File: src/rtl/gpu_raster_engine.sv
// gpu_raster_engine: APB-programmed draw-command queue feeding a raster FSM
// that emits PIXEL, all-octant Bresenham LINE and filled RECT pixels over a
// valid/ready stream. STATUS exposes queue depth, sticky overflow and busy.
module gpu_raster_engine #(
    parameter int X_W        = 10,
    parameter int Y_W        = 9,
    parameter int COLOR_W    = 8,
    parameter int FIFO_DEPTH = 4
) (
    input  logic               clk,
    input  logic               n_rst,
    input  logic [31:0]        pAddr_i,
    input  logic [31:0]        pDataWrite_i,
    input  logic               pSel_i,
    input  logic               pEnable_i,
    input  logic               pWrite_i,
    output logic [31:0]        pDataRead_o,
    output logic [X_W-1:0]     x_o,
    output logic [Y_W-1:0]     y_o,
    output logic [COLOR_W-1:0] r_o,
    output logic [COLOR_W-1:0] g_o,
    output logic [COLOR_W-1:0] b_o,
    output logic               pixel_valid_o,
    input  logic               pixel_ready_i,
    output logic               busy_o
);

    localparam int AW    = (FIFO_DEPTH > 1) ? $clog2(FIFO_DEPTH) : 1;
    localparam int CNT_W = AW + 1;
    localparam int E_W   = ((X_W > Y_W) ? X_W : Y_W) + 3;

    localparam logic [2:0] REG_COORD1 = 3'd0;
    localparam logic [2:0] REG_COORD2 = 3'd1;
    localparam logic [2:0] REG_COLOR  = 3'd2;
    localparam logic [2:0] REG_CMD    = 3'd3;
    localparam logic [2:0] REG_STATUS = 3'd4;

    localparam logic [1:0] OP_PIXEL = 2'd1;
    localparam logic [1:0] OP_LINE  = 2'd2;
    localparam logic [1:0] OP_RECT  = 2'd3;

    typedef enum logic [2:0] {S_IDLE, S_LOAD, S_PIX, S_LINE, S_RECT} state_t;

    typedef struct packed {
        logic [1:0]         op;
        logic [X_W-1:0]     x1;
        logic [Y_W-1:0]     y1;
        logic [X_W-1:0]     x2;
        logic [Y_W-1:0]     y2;
        logic [COLOR_W-1:0] r;
        logic [COLOR_W-1:0] g;
        logic [COLOR_W-1:0] b;
    } cmd_t;

    // APB staging registers
    logic [X_W-1:0]     st_x1_q, st_x1_d, st_x2_q, st_x2_d;
    logic [Y_W-1:0]     st_y1_q, st_y1_d, st_y2_q, st_y2_d;
    logic [COLOR_W-1:0] st_r_q, st_r_d, st_g_q, st_g_d, st_b_q, st_b_d;

    // command FIFO
    cmd_t               fifo_mem [FIFO_DEPTH];
    cmd_t               cmd_q;
    cmd_t               cmd_new;
    logic [AW-1:0]      wr_ptr_q, wr_ptr_d, rd_ptr_q, rd_ptr_d;
    logic [CNT_W-1:0]   count_q, count_d;
    logic               overflow_q, overflow_d;
    logic               push_req, push_ok, pop, fifo_full;

    // raster datapath
    state_t             state_q, state_d;
    logic [X_W-1:0]     x_q, x_d, end_x_q, end_x_d, start_x_q, start_x_d;
    logic [Y_W-1:0]     y_q, y_d, end_y_q, end_y_d;
    logic [COLOR_W-1:0] col_r_q, col_r_d, col_g_q, col_g_d, col_b_q, col_b_d;
    logic signed [E_W-1:0] dx_q, dx_d, dy_q, dy_d, err_q, err_d;
    logic               sx_q, sx_d, sy_q, sy_d;

    // LOAD-time line setup and per-step terms
    logic signed [E_W-1:0] dxr, dyr, dx_set, dy_set, e2;
    logic               sx_set, sy_set, fire;

    logic               apb_wr;
    logic [2:0]         reg_idx;
    logic               unused_apb;

    assign apb_wr     = pSel_i & pEnable_i & pWrite_i;
    assign reg_idx    = pAddr_i[4:2];
    assign unused_apb = ^{pAddr_i[31:5], pAddr_i[1:0], pDataWrite_i};

    assign fifo_full  = (count_q == CNT_W'(FIFO_DEPTH));
    assign push_ok    = push_req & ~fifo_full;

    assign pixel_valid_o = (state_q == S_PIX) || (state_q == S_LINE) || (state_q == S_RECT);
    assign fire          = pixel_valid_o & pixel_ready_i;
    assign busy_o        = (state_q != S_IDLE) || (count_q != '0);
    assign x_o           = x_q;
    assign y_o           = y_q;
    assign r_o           = col_r_q;
    assign g_o           = col_g_q;
    assign b_o           = col_b_q;

    // APB register writes, push request and sticky overflow (set beats clear)
    always_comb begin
        st_x1_d    = st_x1_q;
        st_y1_d    = st_y1_q;
        st_x2_d    = st_x2_q;
        st_y2_d    = st_y2_q;
        st_r_d     = st_r_q;
        st_g_d     = st_g_q;
        st_b_d     = st_b_q;
        push_req   = 1'b0;
        overflow_d = overflow_q;
        if (apb_wr) begin
            case (reg_idx)
                REG_COORD1: begin
                    st_x1_d = pDataWrite_i[X_W-1:0];
                    st_y1_d = pDataWrite_i[16 +: Y_W];
                end
                REG_COORD2: begin
                    st_x2_d = pDataWrite_i[X_W-1:0];
                    st_y2_d = pDataWrite_i[16 +: Y_W];
                end
                REG_COLOR: begin
                    st_b_d = pDataWrite_i[0 +: COLOR_W];
                    st_g_d = pDataWrite_i[COLOR_W +: COLOR_W];
                    st_r_d = pDataWrite_i[2*COLOR_W +: COLOR_W];
                end
                REG_CMD:    push_req = (pDataWrite_i[1:0] != 2'd0);
                REG_STATUS: if (pDataWrite_i[2]) overflow_d = 1'b0;
                default: ;
            endcase
        end
        if (push_req && fifo_full) overflow_d = 1'b1;
    end

    // snapshot of the staging registers taken when CMD is written
    always_comb begin
        cmd_new    = '0;
        cmd_new.op = pDataWrite_i[1:0];
        cmd_new.x1 = st_x1_q;
        cmd_new.y1 = st_y1_q;
        cmd_new.x2 = st_x2_q;
        cmd_new.y2 = st_y2_q;
        cmd_new.r  = st_r_q;
        cmd_new.g  = st_g_q;
        cmd_new.b  = st_b_q;
    end

    // FIFO pointer and occupancy update; full is judged before any same-cycle pop
    always_comb begin
        wr_ptr_d = push_ok ? wr_ptr_q + AW'(1) : wr_ptr_q;
        rd_ptr_d = pop ? rd_ptr_q + AW'(1) : rd_ptr_q;
        count_d  = count_q;
        case ({push_ok, pop})
            2'b10:   count_d = count_q + CNT_W'(1);
            2'b01:   count_d = count_q - CNT_W'(1);
            default: count_d = count_q;
        endcase
    end

    // APB read mux, combinational while selected
    always_comb begin
        pDataRead_o = '0;
        if (pSel_i) begin
            case (reg_idx)
                REG_COORD1: begin
                    pDataRead_o[X_W-1:0]    = st_x1_q;
                    pDataRead_o[16 +: Y_W]  = st_y1_q;
                end
                REG_COORD2: begin
                    pDataRead_o[X_W-1:0]    = st_x2_q;
                    pDataRead_o[16 +: Y_W]  = st_y2_q;
                end
                REG_COLOR: begin
                    pDataRead_o[0 +: COLOR_W]         = st_b_q;
                    pDataRead_o[COLOR_W +: COLOR_W]   = st_g_q;
                    pDataRead_o[2*COLOR_W +: COLOR_W] = st_r_q;
                end
                REG_STATUS: begin
                    pDataRead_o[8 +: CNT_W] = count_q;
                    pDataRead_o[2]          = overflow_q;
                    pDataRead_o[1]          = fifo_full;
                    pDataRead_o[0]          = busy_o;
                end
                default: pDataRead_o = '0;
            endcase
        end
    end

    // staging registers, FIFO pointers and flags
    always_ff @(posedge clk or negedge n_rst) begin
        if (!n_rst) begin
            st_x1_q    <= '0;
            st_y1_q    <= '0;
            st_x2_q    <= '0;
            st_y2_q    <= '0;
            st_r_q     <= '0;
            st_g_q     <= '0;
            st_b_q     <= '0;
            wr_ptr_q   <= '0;
            rd_ptr_q   <= '0;
            count_q    <= '0;
            overflow_q <= 1'b0;
        end else begin
            st_x1_q    <= st_x1_d;
            st_y1_q    <= st_y1_d;
            st_x2_q    <= st_x2_d;
            st_y2_q    <= st_y2_d;
            st_r_q     <= st_r_d;
            st_g_q     <= st_g_d;
            st_b_q     <= st_b_d;
            wr_ptr_q   <= wr_ptr_d;
            rd_ptr_q   <= rd_ptr_d;
            count_q    <= count_d;
            overflow_q <= overflow_d;
        end
    end

    // FIFO storage with registered read; popped entry lands in cmd_q for LOAD
    always_ff @(posedge clk) begin
        if (push_ok) fifo_mem[wr_ptr_q] <= cmd_new;
        if (pop)     cmd_q <= fifo_mem[rd_ptr_q];
    end

    // Bresenham setup from the popped command
    always_comb begin
        dxr    = signed'(E_W'(cmd_q.x2)) - signed'(E_W'(cmd_q.x1));
        dyr    = signed'(E_W'(cmd_q.y2)) - signed'(E_W'(cmd_q.y1));
        sx_set = dxr[E_W-1];
        sy_set = dyr[E_W-1];
        dx_set = sx_set ? -dxr : dxr;
        dy_set = sy_set ? dyr : -dyr;
        e2     = err_q <<< 1;
    end

    // raster FSM next state and pixel datapath
    always_comb begin
        state_d   = state_q;
        pop       = 1'b0;
        x_d       = x_q;
        y_d       = y_q;
        end_x_d   = end_x_q;
        end_y_d   = end_y_q;
        start_x_d = start_x_q;
        col_r_d   = col_r_q;
        col_g_d   = col_g_q;
        col_b_d   = col_b_q;
        dx_d      = dx_q;
        dy_d      = dy_q;
        err_d     = err_q;
        sx_d      = sx_q;
        sy_d      = sy_q;
        case (state_q)
            S_IDLE: begin
                if (count_q != '0) begin
                    pop     = 1'b1;
                    state_d = S_LOAD;
                end
            end
            S_LOAD: begin
                col_r_d = cmd_q.r;
                col_g_d = cmd_q.g;
                col_b_d = cmd_q.b;
                x_d     = cmd_q.x1;
                y_d     = cmd_q.y1;
                end_x_d = cmd_q.x2;
                end_y_d = cmd_q.y2;
                case (cmd_q.op)
                    OP_PIXEL: state_d = S_PIX;
                    OP_LINE: begin
                        dx_d    = dx_set;
                        dy_d    = dy_set;
                        sx_d    = sx_set;
                        sy_d    = sy_set;
                        err_d   = dx_set + dy_set;
                        state_d = S_LINE;
                    end
                    OP_RECT: begin
                        x_d       = (cmd_q.x1 < cmd_q.x2) ? cmd_q.x1 : cmd_q.x2;
                        start_x_d = (cmd_q.x1 < cmd_q.x2) ? cmd_q.x1 : cmd_q.x2;
                        end_x_d   = (cmd_q.x1 < cmd_q.x2) ? cmd_q.x2 : cmd_q.x1;
                        y_d       = (cmd_q.y1 < cmd_q.y2) ? cmd_q.y1 : cmd_q.y2;
                        end_y_d   = (cmd_q.y1 < cmd_q.y2) ? cmd_q.y2 : cmd_q.y1;
                        state_d   = S_RECT;
                    end
                    default: state_d = S_IDLE;
                endcase
            end
            S_PIX: begin
                if (fire) state_d = S_IDLE;
            end
            S_LINE: begin
                if (fire) begin
                    if ((x_q == end_x_q) && (y_q == end_y_q)) begin
                        state_d = S_IDLE;
                    end else begin
                        if (e2 >= dy_q) begin
                            err_d = err_d + dy_q;
                            x_d   = sx_q ? x_q - X_W'(1) : x_q + X_W'(1);
                        end
                        if (e2 <= dx_q) begin
                            err_d = err_d + dx_q;
                            y_d   = sy_q ? y_q - Y_W'(1) : y_q + Y_W'(1);
                        end
                    end
                end
            end
            S_RECT: begin
                if (fire) begin
                    if (x_q == end_x_q) begin
                        if (y_q == end_y_q) begin
                            state_d = S_IDLE;
                        end else begin
                            x_d = start_x_q;
                            y_d = y_q + Y_W'(1);
                        end
                    end else begin
                        x_d = x_q + X_W'(1);
                    end
                end
            end
            default: state_d = S_IDLE;
        endcase
    end

    // raster FSM state and datapath registers
    always_ff @(posedge clk or negedge n_rst) begin
        if (!n_rst) begin
            state_q   <= S_IDLE;
            x_q       <= '0;
            y_q       <= '0;
            end_x_q   <= '0;
            end_y_q   <= '0;
            start_x_q <= '0;
            col_r_q   <= '0;
            col_g_q   <= '0;
            col_b_q   <= '0;
            dx_q      <= '0;
            dy_q      <= '0;
            err_q     <= '0;
            sx_q      <= 1'b0;
            sy_q      <= 1'b0;
        end else begin
            state_q   <= state_d;
            x_q       <= x_d;
            y_q       <= y_d;
            end_x_q   <= end_x_d;
            end_y_q   <= end_y_d;
            start_x_q <= start_x_d;
            col_r_q   <= col_r_d;
            col_g_q   <= col_g_d;
            col_b_q   <= col_b_d;
            dx_q      <= dx_d;
            dy_q      <= dy_d;
            err_q     <= err_d;
            sx_q      <= sx_d;
            sy_q      <= sy_d;
        end
    end

endmodule

File: config.mk
export PLATFORM = sky130hd
export DESIGN_NAME = gpu_raster_engine
export DESIGN_NICKNAME = d
export VERILOG_FILES = /design/src/rtl/gpu_raster_engine.sv
export SDC_FILE = /design/constraint.sdc
export NUM_CORES = 1
export LEC_CHECK = 0
export ABC_AREA = 0
export BUFFER_PORTS_ARGS = -buffer_cell sky130_fd_sc_hd__buf_2
export CELL_PAD_IN_SITES_DETAIL_PLACEMENT = 0
export CELL_PAD_IN_SITES_GLOBAL_PLACEMENT = 1
export CORE_MARGIN = 2
export CORE_UTILIZATION = 29
export DETAILED_ROUTE_END_ITERATION = 8
export GPL_TIMING_DRIVEN = 0
export PLACE_DENSITY_LB_ADDON = 0.1
export SLEW_MARGIN = 20
export SYNTH_ARGS = -nofsm -noshare
export SYNTH_HDL_FRONTEND = slang
export SYNTH_SLANG_ARGS = --single-unit
File: constraint.sdc
create_clock -name clk -period 6.45 [get_ports clk]
set_clock_uncertainty 0.15 [all_clocks]
set_input_delay 0 -clock clk [delete_from_list [all_inputs] [get_ports clk]]
set_output_delay 0 -clock clk [all_outputs]
set_load 0.02 [all_outputs]
==> impl_metrics.py, run 1 <==
metrics = {
    "global_routing": {
        "grt_max_degree": 83,
        "gr-total-overflow": 0,
        "grt_pass1_wl_um": 104000,
        "grt_pass1_vias": 16200,
        "antenna_found_initial": 0,
        "grt_usage_pct": 16.0,
    },
    "floorplanning": {
        "fp.dieW_um": 294,
        "io_pins": 147,
        "rows": 106,
        "die_h_um": 294,
        "dieArea_um2": 86300,
        "core_region_area_um2": 83400,
        "start_util_pct": 29.2,
    },
    "clocking": {
        "cts.path.max_buffers": 3,
        "cts.sinks": 505,
        "cts_max_level": 2,
        "cts_resized": 0,
        "cts_made_buffers": 58,
        "clk_latency_ns": 0.63,
        "cts-root-buf": "clkbuf_16",
        "cts.clk_slew.worst_paths_ns": 0.06,
        "ctsHoldBuffers": 41,
        "post-cts-setup-buffers": 0,
        "cts_tree": "done",
    },
    "sta": {
        "hold_ws_ns": 0.0412,
        "rsz0062_at_grt": "no",
        "hold_viol": 0,
        "layout_setup_ws_ns": 0.964,
        "drv_slew": 0,
        "relSlewSlack_pct": 25.2,
        "finalSetupViolCount": 0,
        "fin_crit_ns": 5.49,
        "period_share_pct": 85.1,
        "clock.fmax_mhz": 182,
        "worst_pin_slew_ns": 1.12,
    },
    "route": {
        "ant_nets": 0,
        "via_count": 15500,
        "drt_iter0_drc": 902,
        "drt_first_pass_iters": 5,
        "via_per_inst": 4.82,
        "avgRoutedWirePerCell_um": 21.5,
        "wl_um": 68900,
        "drc": 0,
    },
    "final_layout": {
        "stdcell_count": 3205,
        "antennaDiodeCount": 0,
        "syn_to_final_growth_pct": 18.8,
        "drive_above_1_share_pct": 19.8,
        "finalInstanceArea_um2": 28900,
        "num-nets-final": 2241,
    },
    "synth": {
        "synth_largest_area_cell": "edfxtp_1",
        "dominantRegCellSynth": "edfxtp_1",
        "synth_top_area_share_pct": 39.5,
        "synth_cells": 1855,
        "syn-cell-area_um2": 24400,
        "synth_cell_types": 82,
        "ys_ff_latch": 505,
        "yosysWarnings": 0,
        "synth.avg_cell_area_um2": 13.1,
        "synth.area.top_cells": "edfxtp_1, dfrtp_1, mux4_2, mux2_2, ha_1",
        "async_flop_share_pct": 36.6,
        "ys_seq_area_share_pct": 58.5,
        "yosysMostFrequentCell": "edfxtp_1",
        "synth-edff-count": 320,
        "synthTopCellsByCount": "edfxtp_1, dfrtp_1, nor2_1",
    },
    "worst_hold_path": {
        "hold_path_class": "in2reg",
        "hold_start": "pDataWrite_i[4]",
        "whs_path_depth": 3,
        "hold_end": "st_x1_q[4]",
    },
    "critical_path": {
        "start_kind": "register",
        "required_ns": 6.81,
        "r2r_slack_ns": 0.96,
        "arrival_ns": 5.85,
        "path_max_fanout": 10,
        "rr_endpoint": "err_q[11]",
        "reg2reg_from": "err_q[1]",
        "worstSetupEndpointType": "register",
        "crit_type": "reg2reg",
        "reg2reg_depth": 18,
    },
    "placement": {
        "dp.cells": 3054,
        "place_hpwl_um": 50200,
        "pre_cts_ws_ns": 0.796,
        "gp_congestion": 0.807,
        "placed_area_um2": 26500,
        "port_buffers": 102,
    },
    "status": {
        "outcome": "complete, no violations",
    },
    "flow_run": {
        "max_cap_violations": 0,
    },
}
worst max-delay path by stage:
stage	from	endpoint	slack, ns
2_1_floorplan	state_q[1]	count_q[2]	1.12
6_report	err_q[1]	err_q[11]	0.96
5_1_grt	cmd_q[33]	err_q[11]	0.48
4_1_cts	err_q[1]	err_q[11]	0.77
3_5_place_dp	err_q[1]	err_q[11]	0.80
3_3_place_gp	state_q[1]	count_q[2]	-1.64
sequential cells by signal, summed over array words and instances (netlist names), 9 cells and up:
register / cells
cmd_q: 64
y_o: 9
start_x_q: 10
dy_q: 13
x_o: 10
end_x_q: 10
end_y_q: 9
st_y2_q: 9
st_x1_q: 10
st_x2_q: 10
err_q: 12
fifo_mem: 256
dx_q: 13
st_y1_q: 9
critical path, cell delays in order (launching register included):
cell and delay (ns):
dfrtp_1 0.46, ha_1 0.29, o21ai_0 0.16, a21oi_1 0.08, o31ai_1 0.45, a31oi_2 0.38
buf_2 0.32, o21ai_0 0.37, inv_1 0.09, ha_1 0.30, a211oi_1 0.32, nor2_1 0.13
o221a_2 0.30, o41ai_4 0.29, mux2i_1 0.14, o41ai_2 0.44, xor2_1 0.14, mux2_1 0.30
a211o_1 0.28
through the flow:
stage               util [%]  setup TNS (ns)
detailed placement      31.8               0
global route            34.7               0
floorplan                  -               0
global placement        31.5          -36.46
CTS                     34.7               0
finish                  34.7               0
per-layer routing:
metal  share of wire, %  GRT usage, %  wire length (µm)
met1                 45          20.8             30900
met2                 50          28.1             34400
met3                3.0          2.21              2090
met4                2.1          4.14              1470
met5                  0             0                 0
cells by family after synthesis:
logic type / synth area share, %
AOI/OAI and AO/OA: 9.32
DFF: 58.5
other: 0.0154
xor gates and xnor gates: 2.84
adders and majority gates: 5.12
buffers and inverters: 3.08
muxes: 13.3
and+or+nand+nor: 7.91
layout make-up:
cell class / count / area, µm²
fillers: 8187 / 54500
flip-flops and latches: 505 / 14200
multi-input cells: 1175 / 9420
clock buffers: 82 / 1610
well taps: 1080 / 1350
repair buffers: 154 / 1200
plain buffers: 89 / 405
clock inverters: 28 / 352
inverters: 92 / 345
layout by cell type (no fill, tap or decap), types with 11 or more instances in the layout:
cell           instances
dlygate4sd3_1         40
clkbuf_1              72
mux4_2                65
a21o_1                13
nor3_1                22
a21oi_1              138
inv_1                 92
mux2_2               113
buf_1                 16
dfrtp_1              185
ha_1                  90
xnor2_1               40
nor2b_1               18
mux2i_1               48
and2_1                15
nor2_1               168
edfxtp_1             320
buf_2                107
o21ai_0               83
xor2_1                39
and3_1                12
nand3_1               25
o21a_1                11
nand2_1               86
clkbuf_16             59
a31oi_1               12
Power of run 1 is left out: the tool's default activity adds up to more than one toggle a clock period on the data nets, which glitch-free logic cannot reach.
==> run 2: changes to the inputs <==
--- a/config.mk
+++ b/config.mk
@@ -12,7 +12,6 @@
 export CORE_MARGIN = 2
 export CORE_UTILIZATION = 29
 export DETAILED_ROUTE_END_ITERATION = 8
-export GPL_TIMING_DRIVEN = 0
 export PLACE_DENSITY_LB_ADDON = 0.1
 export SLEW_MARGIN = 20
 export SYNTH_ARGS = -nofsm -noshare
==> impl_metrics.py, run 2 (synthesized netlist as in run 1, its figures left out) <==
metrics = {
    "placement": {
        "port_buffers": 103,
        "dp.cells": 2978,
        "gp_congestion": 0.801,
        "place_hpwl_um": 44100,
    },
    "critical_path": {
        "arrival_ns": 5.74,
        "reg2reg_from": "err_q[9]",
        "r2r_slack_ns": 1.08,
        "cp-startpoint": "err_q[9]",
        "worstSetupEndpointType": "register",
        "crit_chain": "ha_1 -> a21o_1 -> a2111o_1 -> o221ai_1 -> a31oi_1 -> o21ai_0 -> inv_1 -> ha_1 -> a211oi_1 -> nor2_1 -> o221a_2 -> o41ai_4 -> mux2i_1 -> o41ai_2 -> xor2_1 -> mux2_1 -> a211o_1",
        "crit_path_top_delay_cell": "o41ai_2",
        "path_max_fanout": 5,
        "rr_endpoint": "err_q[11]",
        "required_ns": 6.82,
        "cpMostUsedCell": "ha_1",
        "critPathCapture": "err_q[11]",
        "crit_family": "compound AO/OA/AOI/OAI gates",
        "cp.depth": 17,
        "start_kind": "register",
        "critPathBufInv": 1,
        "reg2reg_depth": 17,
        "cpPeakStageDelay_ns": 0.50,
        "crit_type": "reg2reg",
    },
    "final_layout": {
        "largest_reg_flops": 256,
        "fillers": 8237,
        "drive_above_1_share_pct": 20.4,
        "stdcell_count": 3137,
        "regMostFlops": "fifo_mem",
        "syn_to_final_growth_pct": 17.0,
        "antennaDiodeCount": 0,
        "layout_common_cells": "edfxtp_1, dfrtp_1, nor2_1, a21oi_1, mux2_2",
        "seq_area_um2": 14200,
        "num-nets-final": 2173,
        "multi_input_area_um2": 9420,
        "largest_registers": "fifo_mem x256, cmd_q x64",
        "final_common_cell": "edfxtp_1",
    },
    "route": {
        "drt_iter0_drc": 836,
        "drt_first_pass_iters": 5,
        "avgRoutedWirePerCell_um": 20.7,
        "drc": 0,
        "via_count": 15100,
        "ant_nets": 0,
        "wl_um": 64900,
        "via_per_inst": 4.83,
    },
    "floorplanning": {
        "fp.dieW_um": 294,
        "io_pins": 147,
        "rows": 106,
        "core_region_area_um2": 83400,
        "start_util_pct": 29.2,
        "dieArea_um2": 86300,
        "die_h_um": 294,
    },
    "global_routing": {
        "antenna_found_initial": 1,
        "grt_max_degree": 102,
        "grt_pass1_vias": 16100,
        "grt_usage_pct": 15.2,
        "gr-total-overflow": 0,
        "grt_pass1_wl_um": 99900,
    },
    "clocking": {
        "cts_max_level": 2,
        "cts.path.max_buffers": 3,
        "cts_tree": "done",
        "clk_latency_ns": 0.63,
        "cts.clk_slew.worst_paths_ns": 0.06,
        "cts.sinks": 505,
        "cts_made_buffers": 58,
        "cts-root-buf": "clkbuf_16",
        "cts_resized": 0,
    },
    "sta": {
        "rsz0062_at_grt": "no",
        "finalSetupViolCount": 0,
        "clock.fmax_mhz": 186,
        "worst_pin_slew_ns": 1.10,
        "fin_crit_ns": 5.37,
        "drv_slew": 0,
        "relSlewSlack_pct": 26.2,
        "hold_viol": 0,
        "fin_tns_setup_ns": 0,
        "period_share_pct": 83.2,
    },
    "status": {
        "outcome": "complete, no violations",
    },
    "flow_run": {
        "max_cap_violations": 0,
    },
    "worst_hold_path": {
        "hold_path_class": "in2reg",
    },
}
## run 2: changes by cell type in the layout (fill, tap and decap cells not counted), moves of 4 or more
| cell | previous run | this run |
|---|---|---|
| buf_16 | 5 | 1 |
| clkbuf_1 | 72 | 15 |
| buf_1 | 16 | 0 |
| dlygate4sd3_1 | 40 | 48 |
| buf_2 | 107 | 102 |
| buf_12 | 7 | 1 |
| clkinv_2 | 3 | 7 |
| buf_4 | 8 | 22 |
## run 2: how the worst min path moves through the flow
| stage | slack (ns) | start | depth (start not counted) | endpoint |
|---|---|---|---|---|
| floorplan | -0.45 | n_rst | 0 | b_o[0] |
| detailed placement | -0.06 | n_rst | 1 | dx_q[11] |
| CTS | 0.009 | pDataWrite_i[5] | 3 | st_x1_q[5] |
| finish | 0.05 | pDataWrite_i[6] | 3 | st_x2_q[6] |
| global route | 0.01 | pDataWrite_i[5] | 3 | st_x1_q[5] |
| global placement | -0.04 | n_rst | 1 | dx_q[11] |
## run 2: layout make-up
cell class	instances	area share (%)
clock inverters	33	1.23
repair buffers	175	4.28
inverters	92	1.21
well taps	1080	4.74
multi-input cells	1175	33.0
flip-flops and latches	505	50.0
clock buffers	77	5.52
## run 2: timing repair
action                                 in CTS  in global routing
setup endpoints to repair                   0                  0
setup buffers                               0                  0
endpoints found under the hold margin     261                  0
hold buffers                               49                  0
## run 2: worst min-delay path, stage by stage
cell and delay [ns]:
dlygate4sd3_1 0.52, buf_2 0.13, mux2_2 0.14
## run 2: stage by stage
step | setup slack, ns | hold slack, ns | instance area, µm² | util (%)
global route | 0.661 | 0.0149 | 28500 | 34.2
global placement | 1.03 | -0.0434 | 26100 | 31.2
floorplan | 1.12 | -0.446 | 24400 | -
finish | 1.08 | 0.0470 | 28500 | 34.2
CTS | 0.977 | 0.00856 | 28500 | 34.2
detailed placement | 0.999 | -0.0567 | 26100 | 31.2
## run 2: layer usage
| metal | vias to the layer above | GRT usage [%] | share of wire, % |
|---|---|---|---|
| li1 | 7221 | - | - |
| met1 | 7607 | 19.8 | 46 |
| met2 | 225 | 26.3 | 49 |
| met3 | 89 | 2.44 | 3.5 |
| met4 | 0 | 3.93 | 2.3 |
| met5 | - | 0 | 0 |
Power of run 2 is left out for the same reason.
==> run 3: changes to the inputs <==
--- a/config.mk
+++ b/config.mk
@@ -5,7 +5,7 @@
 export SDC_FILE = /design/constraint.sdc
 export NUM_CORES = 1
 export LEC_CHECK = 0
-export ABC_AREA = 0
+export ABC_AREA = 1
 export BUFFER_PORTS_ARGS = -buffer_cell sky130_fd_sc_hd__buf_2
 export CELL_PAD_IN_SITES_DETAIL_PLACEMENT = 0
 export CELL_PAD_IN_SITES_GLOBAL_PLACEMENT = 1
==> constraint.sdc (replaced) <==
create_clock -name clk -period 4.9 [get_ports clk]
set_clock_uncertainty 0.15 [all_clocks]
set_input_delay 0 -clock clk [delete_from_list [all_inputs] [get_ports clk]]
set_output_delay 0 -clock clk [all_outputs]
set_load 0.02 [all_outputs]
==> impl_metrics.py, run 3 <==
metrics = {
    "status": {
        "outcome": "complete, no violations",
    },
    "synth": {
        "async_flop_share_pct": 36.6,
        "synth_cell_types": 52,
        "synthTopCellsByCount": "nand2_1, o21ai_0, edfxtp_1",
        "dominantRegCellSynth": "edfxtp_1",
        "synth-edff-count": 320,
        "yosysWarnings": 0,
        "synth_top_area_share_pct": 38.9,
        "synth.area.top_cells": "edfxtp_1, dfrtp_1, nand2_1, o21ai_0, ha_1",
        "synth_cells": 2606,
        "ys_ff_latch": 505,
        "syn-cell-area_um2": 24700,
        "yosysMostFrequentCell": "nand2_1",
        "ys_seq_area_share_pct": 57.6,
        "synth_largest_area_cell": "edfxtp_1",
        "synth.avg_cell_area_um2": 9.48,
    },
    "floorplanning": {
        "dieArea_um2": 87500,
        "io_pins": 147,
        "rows": 107,
        "start_util_pct": 29.2,
        "die_h_um": 296,
        "core_region_area_um2": 84700,
        "fp.dieW_um": 296,
    },
    "clocking": {
        "clk_latency_ns": 0.65,
        "cts.clk_slew.worst_paths_ns": 0.06,
        "cts-root-buf": "clkbuf_16",
        "cts_made_buffers": 61,
        "cts.sinks": 505,
        "cts_max_level": 2,
        "cts_tree": "done",
        "cts.path.max_buffers": 3,
    },
    "route": {
        "ant_nets": 0,
        "top_layer": "met4",
        "drt_iter0_drc": 1105,
        "route.met3.wl_um": 2530,
        "met1_length_um": 34300,
        "avgRoutedWirePerCell_um": 18.6,
        "via_count": 18600,
        "drt_first_pass_iters": 6,
        "via_per_inst": 4.71,
        "met2WireLength_um": 35200,
        "drc": 0,
        "wl_um": 73400,
    },
    "sta": {
        "clock.fmax_mhz": 228,
        "fin_tns_setup_ns": 0,
        "period_share_pct": 89.4,
        "relSlewSlack_pct": 29.8,
        "fin_crit_ns": 4.38,
        "finalSetupViolCount": 0,
        "hold_viol": 0,
        "drv_slew": 0,
        "worst_pin_slew_ns": 1.05,
        "rsz0062_at_grt": "no",
    },
    "placement": {
        "dp.cells": 3784,
        "place_hpwl_um": 48600,
        "gp_congestion": 0.829,
        "port_buffers": 103,
    },
    "final_layout": {
        "largest_registers": "fifo_mem x256, cmd_q x64",
        "num-nets-final": 2924,
        "largest_reg_flops": 256,
        "final_common_cell": "nand2_1",
        "syn_to_final_growth_pct": 19.1,
        "fillers": 8651,
        "stdcell_count": 3955,
        "utilization_pct": 34.7,
        "layout_common_cells": "nand2_1, o21ai_0, edfxtp_1, inv_1, nor2_1",
        "regMostFlops": "fifo_mem",
        "drive_above_1_share_pct": 9.86,
    },
    "critical_path": {
        "crit_type": "reg2reg",
        "start_kind": "register",
        "crit_chain": "inv_1 -> ha_1 -> inv_1 -> fa_1 -> nand3_1 -> and3_1 -> inv_1 -> nor2_1 -> xor2_1 -> inv_1 -> ha_1 -> a21oi_1 -> nand2_1 -> nand2_1 -> nand2_1 -> a21oi_1 -> nor2_1 -> o21ai_0 -> nand2_1 -> o21ai_0 -> a41oi_1",
        "required_ns": 5.22,
        "crit_family": "compound AO/OA/AOI/OAI gates",
        "arrival_ns": 4.70,
        "critPathBufInv": 4,
        "cpPeakStageDelay_ns": 0.46,
        "r2r_slack_ns": 0.52,
        "worstSetupEndpointType": "register",
        "path_max_fanout": 7,
        "crit_path_top_delay_cell": "fa_1",
    },
    "global_routing": {
        "gr-total-overflow": 0,
        "grt_usage_pct": 16.9,
        "grt_pass1_vias": 18500,
        "antenna_found_initial": 1,
        "grt_max_degree": 96,
        "grt_pass1_wl_um": 113000,
    },
    "worst_hold_path": {
        "hold_path_class": "in2reg",
    },
    "flow_run": {
        "max_cap_violations": 0,
    },
}
run 3: changes by cell type in the layout (fill, tap and decap cells not counted), moves of 18 or more:
| cell | delta |
|---|---|
| mux2i_1 | -48 |
| inv_1 | +196 |
| mux4_2 | -65 |
| mux2_2 | -113 |
| xnor2_1 | -30 |
| nand3_1 | +58 |
| o22ai_1 | +67 |
| a21oi_1 | -21 |
| nand2_1 | +419 |
| o21ai_0 | +263 |
| nor2_1 | +91 |
| nor2b_1 | -18 |
run 3: metal layers:
layer | vias to the layer above | track usage, %
met5 | - | 0
met3 | 71 | 2.11
li1 | 9190 | -
met2 | 341 | 28.7
met4 | 0 | 4.09
met1 | 9027 | 22.8
run 3: layout make-up:
type                       instances  area (µm²)  area share, %
sequential                       505       14200           48.4
multi-input combinational       1699        8940           30.4
clock buffer                      75        1640           5.58
tap                             1144        1430           4.87
timing repair buffer             188        1380           4.70
inverter                         303        1140           3.89
clock inverter                    40         638           2.17
antenna                            1        2.50        0.00851
run 3: logic make-up (layout without fill, tap and decap cells):
logic type	Yosys count	in the layout	synth area share, %
other	1	8	0.0152
and+or+nand+nor	926	926	15.3
buffers and inverters	408	606	6.50
xor gates and xnor gates	52	52	1.84
DFF	505	505	57.6
AOI/OAI and AO/OA	618	618	13.7
adders and majority gates	96	96	5.04
run 3: final timing paths:
| path | start | end | cells past startpoint |
|---|---|---|---|
| worst max register to register | cmd_q[33] | err_q[7] | 21 |
| max in group asynchronous | n_rst | r_o[2] | 4 |
| worst min register to register | cmd_q[1] | b_o[1] | 2 |
| worst min-delay path | pDataWrite_i[2] | st_x1_q[2] | 4 |
| min in group asynchronous | n_rst | b_o[0] | 4 |
| worst max-delay path | cmd_q[33] | err_q[7] | 21 |
run 3: stage by stage:
| stage | instance area [µm²] | setup slack [ns] | hold slack, ns |
|---|---|---|---|
| floorplan | 24700 | 0.717 | -0.446 |
| global placement | 26600 | 0.577 | -0.00505 |
| detailed placement | 26600 | 0.510 | -0.00408 |
| CTS | 29400 | 0.516 | 0.0229 |
| global route | 29400 | 0.0178 | 0.0690 |
| finish | 29400 | 0.517 | 0.0653 |
run 3: worst min-delay path: stages:
cell	delay, ns
dlygate4sd3_1	0.53
buf_2	0.15
inv_1	0.06
o21ai_0	0.07
run 3: repair_timing:
action | 4_1_cts | 5_1_grt
gates resized for setup | 0 | 0
setup buffers | 0 | 0
endpoints found under the hold margin | 191 | 0
hold buffers | 55 | 0
Power of run 3 is left out for the same reason.
